### config.mk
export PLATFORM = sky130hd
export DESIGN_NAME = alu_exec_unit
export DESIGN_NICKNAME = d
export VERILOG_FILES = /design/src/rtl/alu_exec_unit.sv
export SDC_FILE = /design/constraint.sdc
export NUM_CORES = 1
export LEC_CHECK = 0
export BUFFER_PORTS_ARGS = -buffer_cell sky130_fd_sc_hd__clkbuf_2
export CAP_MARGIN = 20
export CORE_UTILIZATION = 65
export CTS_BUF_LIST = sky130_fd_sc_hd__clkbuf_4 sky130_fd_sc_hd__clkbuf_8
export DETAILED_ROUTE_END_ITERATION = 6
export PLACE_DENSITY = 0.91
export RECOVER_POWER = 50
export SYNTH_ARGS = -nofsm -noshare
export SYNTH_HDL_FRONTEND = slang
export SYNTH_SLANG_ARGS = --single-unit
### constraint.sdc
create_clock -name clk -period 6.3 [get_ports clk]
set_input_delay 1.575 -clock clk [delete_from_list [all_inputs] [get_ports clk]]
set_output_delay 1.575 -clock clk [all_outputs]
set_load 0.005 [all_outputs]
### src/rtl/alu_exec_unit.sv
// alu_exec_unit: single-issue ALU with a valid/ready handshake on both sides.
// Single-cycle ops (add/sub/and/or/slt) plus a bit-serial left shift and an
// optional bit-serial shift-add multiplier enabled by macro ALU_EXEC_MUL_EN.
// The operation-code input is named func because "function" is a reserved word.
module alu_exec_unit #(
  parameter int unsigned WIDTH  = 32,
  parameter int unsigned FUNC_W = 4
) (
  input  logic              clk,
  input  logic              rst_n,
  input  logic              in_valid,
  output logic              in_ready,
  input  logic [1:0]        alu_op,
  input  logic [FUNC_W-1:0] func,
  input  logic [WIDTH-1:0]  a,
  input  logic [WIDTH-1:0]  b,
  output logic              out_valid,
  input  logic              out_ready,
  output logic [WIDTH-1:0]  result,
  output logic              zero
);

  localparam int unsigned SH_W  = $clog2(WIDTH);
  localparam int unsigned CNT_W = SH_W + 1;

  typedef enum logic [1:0] {
    IDLE  = 2'd0,
    SHIFT = 2'd1,
`ifdef ALU_EXEC_MUL_EN
    MUL   = 2'd2,
`endif
    DONE  = 2'd3
  } state_e;

  typedef enum logic [2:0] {
    OP_ADD = 3'd0,
    OP_SUB = 3'd1,
    OP_AND = 3'd2,
    OP_OR  = 3'd3,
    OP_SLT = 3'd4,
`ifdef ALU_EXEC_MUL_EN
    OP_MUL = 3'd6,
`endif
    OP_SLL = 3'd5
  } op_e;

  state_e             state, state_nxt;
  op_e                op_dec;
  logic [WIDTH-1:0]   alu_res;
  logic [WIDTH-1:0]   acc, acc_nxt;
  logic [CNT_W-1:0]   cnt, cnt_nxt;
  logic [WIDTH-1:0]   result_nxt;
  logic [SH_W-1:0]    shamt;
`ifdef ALU_EXEC_MUL_EN
  logic [WIDTH-1:0]   mul_a, mul_a_nxt;
  logic [WIDTH-1:0]   mul_b, mul_b_nxt;
  logic [WIDTH-1:0]   mul_sum;
`endif

  assign shamt = b[SH_W-1:0];

  // Decode alu_op/func into an operation and compute the single-cycle result.
  always_comb begin
    op_dec = OP_ADD;
    case (alu_op)
      2'b11: op_dec = OP_ADD;
      2'b01: op_dec = OP_SUB;
      2'b10: op_dec = OP_SLT;
      default: begin
        case (func)
          FUNC_W'(0): op_dec = OP_ADD;
          FUNC_W'(1): op_dec = OP_SUB;
          FUNC_W'(2): op_dec = OP_AND;
          FUNC_W'(3): op_dec = OP_OR;
          FUNC_W'(4): op_dec = OP_SLT;
          FUNC_W'(5): op_dec = OP_SLL;
`ifdef ALU_EXEC_MUL_EN
          FUNC_W'(6): op_dec = OP_MUL;
`endif
          default:    op_dec = OP_ADD;
        endcase
      end
    endcase

    alu_res = a + b;
    case (op_dec)
      OP_SUB:  alu_res = a - b;
      OP_AND:  alu_res = a & b;
      OP_OR:   alu_res = a | b;
      OP_SLT:  alu_res = WIDTH'($signed(a) < $signed(b));
      default: alu_res = a + b;
    endcase
  end

  // Next-state and datapath update for the operation FSM.
  always_comb begin
    state_nxt  = state;
    acc_nxt    = acc;
    cnt_nxt    = cnt;
    result_nxt = result;
`ifdef ALU_EXEC_MUL_EN
    mul_a_nxt  = mul_a;
    mul_b_nxt  = mul_b;
    mul_sum    = mul_a[0] ? (acc + mul_b) : acc;
`endif
    case (state)
      IDLE: begin
        if (in_valid) begin
          case (op_dec)
            OP_SLL: begin
              if (shamt == '0) begin
                result_nxt = a;
                state_nxt  = DONE;
              end else begin
                acc_nxt   = a;
                cnt_nxt   = CNT_W'(shamt);
                state_nxt = SHIFT;
              end
            end
`ifdef ALU_EXEC_MUL_EN
            OP_MUL: begin
              acc_nxt   = '0;
              mul_a_nxt = a;
              mul_b_nxt = b;
              cnt_nxt   = CNT_W'(WIDTH);
              state_nxt = MUL;
            end
`endif
            default: begin
              result_nxt = alu_res;
              state_nxt  = DONE;
            end
          endcase
        end
      end
      SHIFT: begin
        acc_nxt = acc << 1;
        cnt_nxt = cnt - CNT_W'(1);
        if (cnt == CNT_W'(1)) begin
          result_nxt = acc << 1;
          state_nxt  = DONE;
        end
      end
`ifdef ALU_EXEC_MUL_EN
      MUL: begin
        acc_nxt   = mul_sum;
        mul_a_nxt = mul_a >> 1;
        mul_b_nxt = mul_b << 1;
        cnt_nxt   = cnt - CNT_W'(1);
        if (cnt == CNT_W'(1)) begin
          result_nxt = mul_sum;
          state_nxt  = DONE;
        end
      end
`endif
      DONE: begin
        if (out_ready) state_nxt = IDLE;
      end
      default: state_nxt = IDLE;
    endcase
  end

  // State, datapath and registered outputs; zero tracks the committed result only.
  always_ff @(posedge clk or negedge rst_n) begin
    if (!rst_n) begin
      state     <= IDLE;
      acc       <= '0;
      cnt       <= '0;
      result    <= '0;
      zero      <= 1'b1;
      in_ready  <= 1'b1;
      out_valid <= 1'b0;
`ifdef ALU_EXEC_MUL_EN
      mul_a     <= '0;
      mul_b     <= '0;
`endif
    end else begin
      state     <= state_nxt;
      acc       <= acc_nxt;
      cnt       <= cnt_nxt;
      result    <= result_nxt;
      zero      <= (result_nxt == '0);
      in_ready  <= (state_nxt == IDLE);
      out_valid <= (state_nxt == DONE);
`ifdef ALU_EXEC_MUL_EN
      mul_a     <= mul_a_nxt;
      mul_b     <= mul_b_nxt;
`endif
    end
  end

endmodule

==> summary.txt, run 1 <==
CTS
  – Clock root buffer master: clkbuf_8
  – CTS Sinks: between 70 and 80
  – CTS tree: done
  – Total CTS buffers: 9
  – H-Tree Depth: 3
  – Clock Pin Slew Worst Setup and Hold Paths: roughly 0.08 ns
  – Clk_lat worst skew: 0.38 ns
  – Post-CTS setup buffers: 0
  – Hold buffers post-CTS: 0
  – Buffer levels on the longest clock path: 2
  – CTS resizes: 0

Power
  – Design Power: 3.29 mW
  – Internal: 1.61 mW
  – Seq pwr share: 0.296
  – Sw frac: 0.509
  – Clock share of power: 0.125
  – NetSw: roughly 1.7 mW
  – PwrDens: between 300 and 400 nW/um^2
  – Lkg Pwr: about 4.7 nW
  – Peak supply drop: about 0.24 mV
  – Combinational fraction of design power: 0.578

Synth
  – Syn nets: 1483
  – Syn Inst Count: about 1300
  – Register area share after synthesis: 0.196
  – Synthesized flop and latch total: 74
  – Syn avg cell area: around 7.2 um^2
  – Main flop type after synthesis: dfrtp_1
  – Distinct cells, synth: 81
  – Synth warnings: 0
  – Synthesized area: ~9500 um^2
  – Post-synth EDFFs: 0
  – Async set-reset flop share out of synthesis: 1.00

Timing
  – Final setup TNS: 0 ns
  – Hold WS: between 0.5 and 0.6 ns
  – RSZ-0062 raised after global routing: no
  – Fin crit period: between 5 and 6 ns
  – Period utilisation layout: 0.856
  – PnR worst setup slack: between 0.9 and 1 ns
  – Measured slew at the worst slew-check pin: roughly 4.2 ns
  – FMAX: between 150 and 200 MHz
  – Worst slew margin: -1.81
  – Final Hold Vio Count: 0
  – Max Clock Skew: 0.0172 ns
  – # setup viols final: 0
  – Slew Viols, Final: 75

Setup path
  – CP arrival: between 5 and 6 ns
  – RR Endpoint: zero$_DFF_PN1_
  – Reg2Reg Depth: 12
  – Crit Path Max Fanout: 6
  – CP max stage cell: a211oi_1
  – Crit Path Category: in2reg
  – R2R setup slack: between 1.5 and 2 ns
  – CP endpoint kind: flip-flop
  – RR Startpoint: state[1]$_DFF_PN0_
  – Most frequent CP cell: o21ai_0
  – Startpoint types: primary input
  – Worst path required time: between 6 and 7 ns
  – CP cell instances: clkbuf_2 > ha_1 > fa_1 > a211oi_1 > o21ai_0 > o21ai_0 > and3_1 > nor2_1 > xnor2_1 > a222oi_1 > o21ai_0 > nor4_2 > nand4_1 > nor4_2
  – Slowest cell delay on critical path: between 0.6 and 0.7 ns

Finish
  – Most frequent cells in the layout: 173 x nor2_1, 119 x a21oi_1, 106 x inv_1, 98 x ha_1
  – Commonest non-fill, non-tap cell in the layout: nor2_1
  – Nets: 1546
  – Diode count: 0
  – Design area: 10300 um^2
  – Multi-input logic area: around 6900 um^2
  – Share of cells above drive strength 1: 0.119
  – FILL cells: around 1200
  – Sequential cell area: between 1500 and 2000 um^2
  – Fin cells: approximately 1600
  – Synthesis-to-finish area growth: 8.60%
  – Final Util: 0.733

Global routing
  – Vias in the first global route: ~10000
  – Gr usage total: 0.510
  – Largest net degree at the start of global routing: 75
  – Initial antenna violation count: 0
  – First-pass GRT wire length: ~58 mm
  – Total gr overflow: 0

Min path
  – Hold Crit Endpoint: acc[26]$_DFFE_PN0P_
  – Hold path cells: 2
  – Worst hold start: acc[26]$_DFFE_PN0P_
  – Worst hold-check path type: reg2reg

Floorplan
  – Initial Util: 0.675
  – Site Rows: between 40 and 50
  – Core area: roughly 14000 um^2
  – DIE HEIGHT: 123 um
  – # IOs: 109
  – Die ar.: 15100 um^2
  – Die W: roughly 120 um

Place
  – Dpl cell area: 10100 um^2
  – RD Place Congestion: around 1.1
  – Inst Count DP: around 1500
  – Dpl hpwl: ~28 mm
  – PortBufs: roughly 110
  – Setup WS pre-CTS: around 0.81 ns

Flow run
  – Max_cap viols: 1

Routing
  – DR vias/cell: roughly 7.5
  – Routed Antenna Nets: 0
  – DRT Pass-1 Iters: 7
  – Initial DRC count: slightly below 2000
  – Average routed wire per standard cell: between 20 and 25 um
  – Drt drc: 15
  – Total wire length: 38.4 mm
  – Via Count: around 12000

Run status
  – Failing checks: DRC, capacitance limit, slew limit
  – Outcome: complete, but fails checks
[worst max path at each step]
stage | depth (start not counted) | from | endpoint | slack [ns]
after floorplan | 14 | a[0] | zero$_DFF_PN1_ | 1.82
after global placement | 14 | b[0] | zero$_DFF_PN1_ | 0.87
after detailed placement | 14 | b[0] | zero$_DFF_PN1_ | 0.81
after CTS | 14 | b[0] | zero$_DFF_PN1_ | 1.16
after global routing | 1 | rst_n | result[28]$_DFF_PN0_ | 0.58
final | 14 | b[0] | zero$_DFF_PN1_ | 0.91
[cell type report]
class | count | area share
sequential | 74 | 0.180
timing repair buffer | 132 | 0.0699
clock inverter | 5 | 0.00511
tap | 180 | 0.0219
inverter | 108 | 0.0394
clock buffer | 11 | 0.0147
multi-input combinational | 1047 | 0.669
[worst max-delay path, delay by kind of cell]
| family | cells | cell delay, ns |
|---|---|---|
| xor+xnor | 1 | 0.13 |
| fa+ha+maj | 2 | 0.71 |
| compound gates | 5 | 1.95 |
| buf+inv | 1 | 0.14 |
| simple gates | 5 | 1.17 |
[flip-flops by register name (all words and copies together), names as in the netlist]
name / count
cnt: 6
state: 2
zero: 1
result: 32
acc: 31
out_valid: 1
in_ready: 1
[synth_stat cells, types with 13 or more instances]
library cell,n,area share
nand2_1,97,0.038
and3_1,15,0.0099
buf_2,25,0.013
a22oi_1,18,0.014
nand3_1,22,0.012
dfrtp_1,72,0.19
a221oi_1,27,0.025
clkbuf_1,46,0.018
nor4_1,13,0.0086
nor3_1,29,0.015
o21ai_0,89,0.047
o22ai_1,41,0.027
a21oi_1,119,0.063
inv_1,106,0.042
xnor2_1,31,0.029
a211oi_1,17,0.013
nor2_1,174,0.069
ha_1,98,0.13
o31ai_1,21,0.017
o211ai_1,21,0.017
[power by group through the flow]
stage                     registers [mW]  clock network [mW]  logic [mW]
after floorplan                    0.857                   0        1.24
after CTS                          0.947               0.397        1.80
final                              0.974               0.411        1.90
after global routing               0.983               0.418        2.03
after detailed placement           0.953                   0        1.79
after global placement             0.944                   0        1.74
[metal layers]
| layer | vias up | global-route usage | share of wire |
|---|---|---|---|
| met5 | - | 0 | 0 |
| met4 | 0 | 0.242 | 0.063 |
| met3 | 279 | 0.189 | 0.17 |
| met2 | 1187 | 0.725 | 0.40 |
| met1 | 5253 | 0.676 | 0.36 |
| li1 | 4932 | - | - |
[logic make-up (layout without fill, tap and decap cells)]
kind of cell	Yosys count	count (layout)	share of synthesized area
AO/OA/AOI/OAI	492	492	0.349
AND/OR/NAND/NOR	414	414	0.204
buffers and inverters	188	256	0.0783
adder cells (fa/ha/maj)	100	100	0.134
flip-flops	74	74	0.196
XOR/XNOR	32	32	0.0296
multiplexers	9	9	0.00964
Power figures use the tool's default switching activity.
==> run 2: changes to the inputs <==
--- a/config.mk
+++ b/config.mk
@@ -7,11 +7,14 @@
 export LEC_CHECK = 0
 export BUFFER_PORTS_ARGS = -buffer_cell sky130_fd_sc_hd__clkbuf_2
 export CAP_MARGIN = 20
-export CORE_UTILIZATION = 65
+export CELL_PAD_IN_SITES_DETAIL_PLACEMENT = 1
+export CELL_PAD_IN_SITES_GLOBAL_PLACEMENT = 1
+export CORE_UTILIZATION = 48
 export CTS_BUF_LIST = sky130_fd_sc_hd__clkbuf_4 sky130_fd_sc_hd__clkbuf_8
 export DETAILED_ROUTE_END_ITERATION = 6
-export PLACE_DENSITY = 0.91
+export PLACE_DENSITY = 0.93
 export RECOVER_POWER = 50
+export SKIP_LAST_GASP = 1
 export SYNTH_ARGS = -nofsm -noshare
 export SYNTH_HDL_FRONTEND = slang
 export SYNTH_SLANG_ARGS = --single-unit
==> run 2 against run 1 <==
Net effect:
- the run still ends with DRC, capacitance limit, slew limit left
- utilization fell by 20 points
- non-clock buffer count rose by 1
- critical path depth did not move
- via count fell by 0.63%
- power rose by 3.1%
- critical endpoint unchanged
- largest power group unchanged
- highest routed layer unchanged
==> summary.txt, run 2 (synthesis results as in run 1) <==
Run status
  – Outcome: complete, but fails checks
  – Failing checks: DRC, capacitance limit, slew limit

Timing
  – Final Hold Vio Count: 0 (unchanged)
  – Hold WS: 0.540 ns (-0.0135 ns)
  – Slew Viols, Final: 77 (+2.7%)
  – # setup viols final: 0 (unchanged)
  – Final setup TNS: 0 ns (unchanged)
  – RSZ-0062 raised after global routing: no
  – Measured slew at the worst slew-check pin: 2.72 ns (-1.49 ns)
  – Max Clock Skew: 0.0156 ns (-0.00166 ns)
  – FMAX: 181 MHz (-2.5%)
  – Period utilisation layout: 0.877 (+0.0216)
  – Worst slew margin: -0.815 (+0.997)
  – Fin crit period: 5.53 ns (+0.136 ns)

CTS
  – Hold buffers post-CTS: 0 (unchanged)
  – CTS Sinks: 74 (unchanged)
  – Clock root buffer master: clkbuf_8
  – CTS tree: done
  – Clk_lat worst skew: 0.38 ns (about the same)
  – H-Tree Depth: 3 (unchanged)
  – CTS resizes: 0 (unchanged)
  – Clock Pin Slew Worst Setup and Hold Paths: 0.09 ns (about the same)
  – Post-CTS setup buffers: 0 (unchanged)
  – Buffer levels on the longest clock path: 2 (unchanged)
  – Total CTS buffers: 9 (unchanged)

Place
  – Dpl hpwl: 32.5 mm (+16%)
  – RD Place Congestion: 1.02 (-7.1%)
  – Inst Count DP: 1625 (+5.6%)
  – PortBufs: 108 (unchanged)

Routing
  – Via Count: 11578 (-0.63%)
  – Drt drc: 1 (-14)
  – Total wire length: 43.6 mm (+14%)
  – DR vias/cell: 7.05 (-5.8%)
  – Routed Antenna Nets: 0 (unchanged)
  – DRT Pass-1 Iters: 7 (unchanged)
  – Initial DRC count: 1436 (-25%)
  – Average routed wire per standard cell: 26.6 um (+7.7%)

Finish
  – Nets: 1547 (+0.065%)
  – Max reg flops: 32 (unchanged)
  – FILL cells: 2589 (+110%)
  – Most frequent cells in the layout: 173 x nor2_1, 119 x a21oi_1, 106 x inv_1, 98 x ha_1
  – Register with the most flip-flops: result
  – Diode count: 0 (unchanged)
  – Commonest non-fill, non-tap cell in the layout: nor2_1
  – Top Registers: result (32), acc (31), cnt (6)
  – Fin cells: 1643 (+5.5%)
  – Final Util: 0.538 (-0.195)
  – Synthesis-to-finish area growth: 10.1%
  – Share of cells above drive strength 1: 0.119 (about the same)

Floorplan
  – # IOs: 109 (unchanged)
  – Initial Util: 0.488 (-0.186)
  – Site Rows: 51 (+19%)
  – Core area: 19400 um^2 (+38%)
  – Die ar.: 20300 um^2 (+35%)
  – Die W: 142 um (+16%)
  – DIE HEIGHT: 142 um (+16%)

Global routing
  – GR met1 Demand/Resource: 0.594 (-0.0818)
  – GR met3 Demand/Resource: 0.0730 (-0.116)
  – Vias in the first global route: 11223 (+6.9%)
  – Initial antenna violation count: 0 (unchanged)
  – Gr usage total: 0.430 (-0.0797)
  – First-pass GRT wire length: 65.8 mm (+14%)
  – Met2 usage: 0.651 (-0.0733)
  – Total gr overflow: 0 (unchanged)
  – GR peak layer: met2
  – Largest net degree at the start of global routing: 75 (unchanged)

Power
  – Lkg Pwr: 4.68 nW (+0.20%)
  – Clock share of power: 0.143 (+0.018)
  – Seq pwr share: 0.287 (-0.009)
  – PwrDens: 325 nW/um^2 (+1.7%)
  – NetSw: 1.71 mW (+2.4%)
  – Internal: 1.67 mW (+3.8%)
  – Design Power: 3.39 mW (+3.1%)
  – Combinational fraction of design power: 0.570 (-0.008)
  – Peak supply drop: 0.129 mV (-47%)
  – Sw frac: 0.506 (-0.00329)

Setup path
  – Crit Path Category: in2reg
  – Startpoint types: primary input
  – Crit Path Max Fanout: 8 (+2)
  – CP endpoint kind: flip-flop
  – CP arrival: 5.82 ns (+0.14 ns)
  – Worst path required time: 6.60 ns (about the same)

Flow run
  – Max_cap viols: 2 (+1)

Min path
  – Worst hold-check path type: reg2reg
run 2: cell types whose count changed in the layout (fill, tap and decap cells not counted), sizes merged:
| cell | before | now |
|---|---|---|
| bufinv | 1 | 3 |
| clkinv | 4 | 2 |
| buf | 23 | 24 |
run 2: final timing paths:
check / end / cells after the start / slack, ns / startpoint
max: zero$_DFF_PN1_ / 14 / 0.77 / b[1]
min: acc[30]$_DFFE_PN0P_ / 2 / 0.54 / acc[30]$_DFFE_PN0P_
max reg2reg: zero$_DFF_PN1_ / 12 / 2.11 / cnt[1]$_DFFE_PN0P_
min reg2reg: acc[30]$_DFFE_PN0P_ / 2 / 0.54 / acc[30]$_DFFE_PN0P_
max in group asynchronous: result[30]$_DFF_PN0_ / 2 / 1.31 / rst_n
min in group asynchronous: cnt[2]$_DFFE_PN0P_ / 1 / 1.65 / rst_n
run 2: metrics by stage:
stage / setup WS [ns] / area, um^2
finish: 0.774 / 10400
global route: 0.648 / 10400
CTS: 1.00 / 10400
detailed placement: 0.655 / 10200
global placement: 0.720 / 10200
floorplan: 1.82 / 9470
run 2: power groups by stage:
stage,sequential [mW],combinational (mW),clock (mW)
2_1_floorplan,0.857,1.24,0
3_3_place_gp,0.950,1.80,0
3_5_place_dp,0.964,1.86,0
4_1_cts,0.956,1.88,0.481
5_1_grt,0.984,2.06,0.496
6_report,0.974,1.93,0.484
run 2: area by class of cell:
type                       count  area, um^2  area share
clock inverter                 5         103     0.00984
clock buffer                  11         139      0.0133
multi-input combinational   1047        6880       0.660
timing repair buffer         133         716      0.0686
sequential                    74        1850       0.178
tap                          265         332      0.0318
inverter                     108         405      0.0389
run 2: critical path, cell delays in order:
cell       delay (ns)
clkbuf_2         0.28
inv_1            0.18
ha_1             0.35
o21bai_1         0.24
o2111ai_1        0.25
a211oi_1         0.52
o21a_1           0.28
o211ai_1         0.27
a2111oi_0        0.69
o22ai_1          0.21
mux2i_1          0.16
o41a_1           0.33
or3_1            0.34
nor4_2           0.14
run 2: per-layer routing:
layer,wire length [um],up-vias
met4,1900,0
met5,0,-
met3,4930,170
met2,19000,836
li1,-,4934
met1,17900,5638
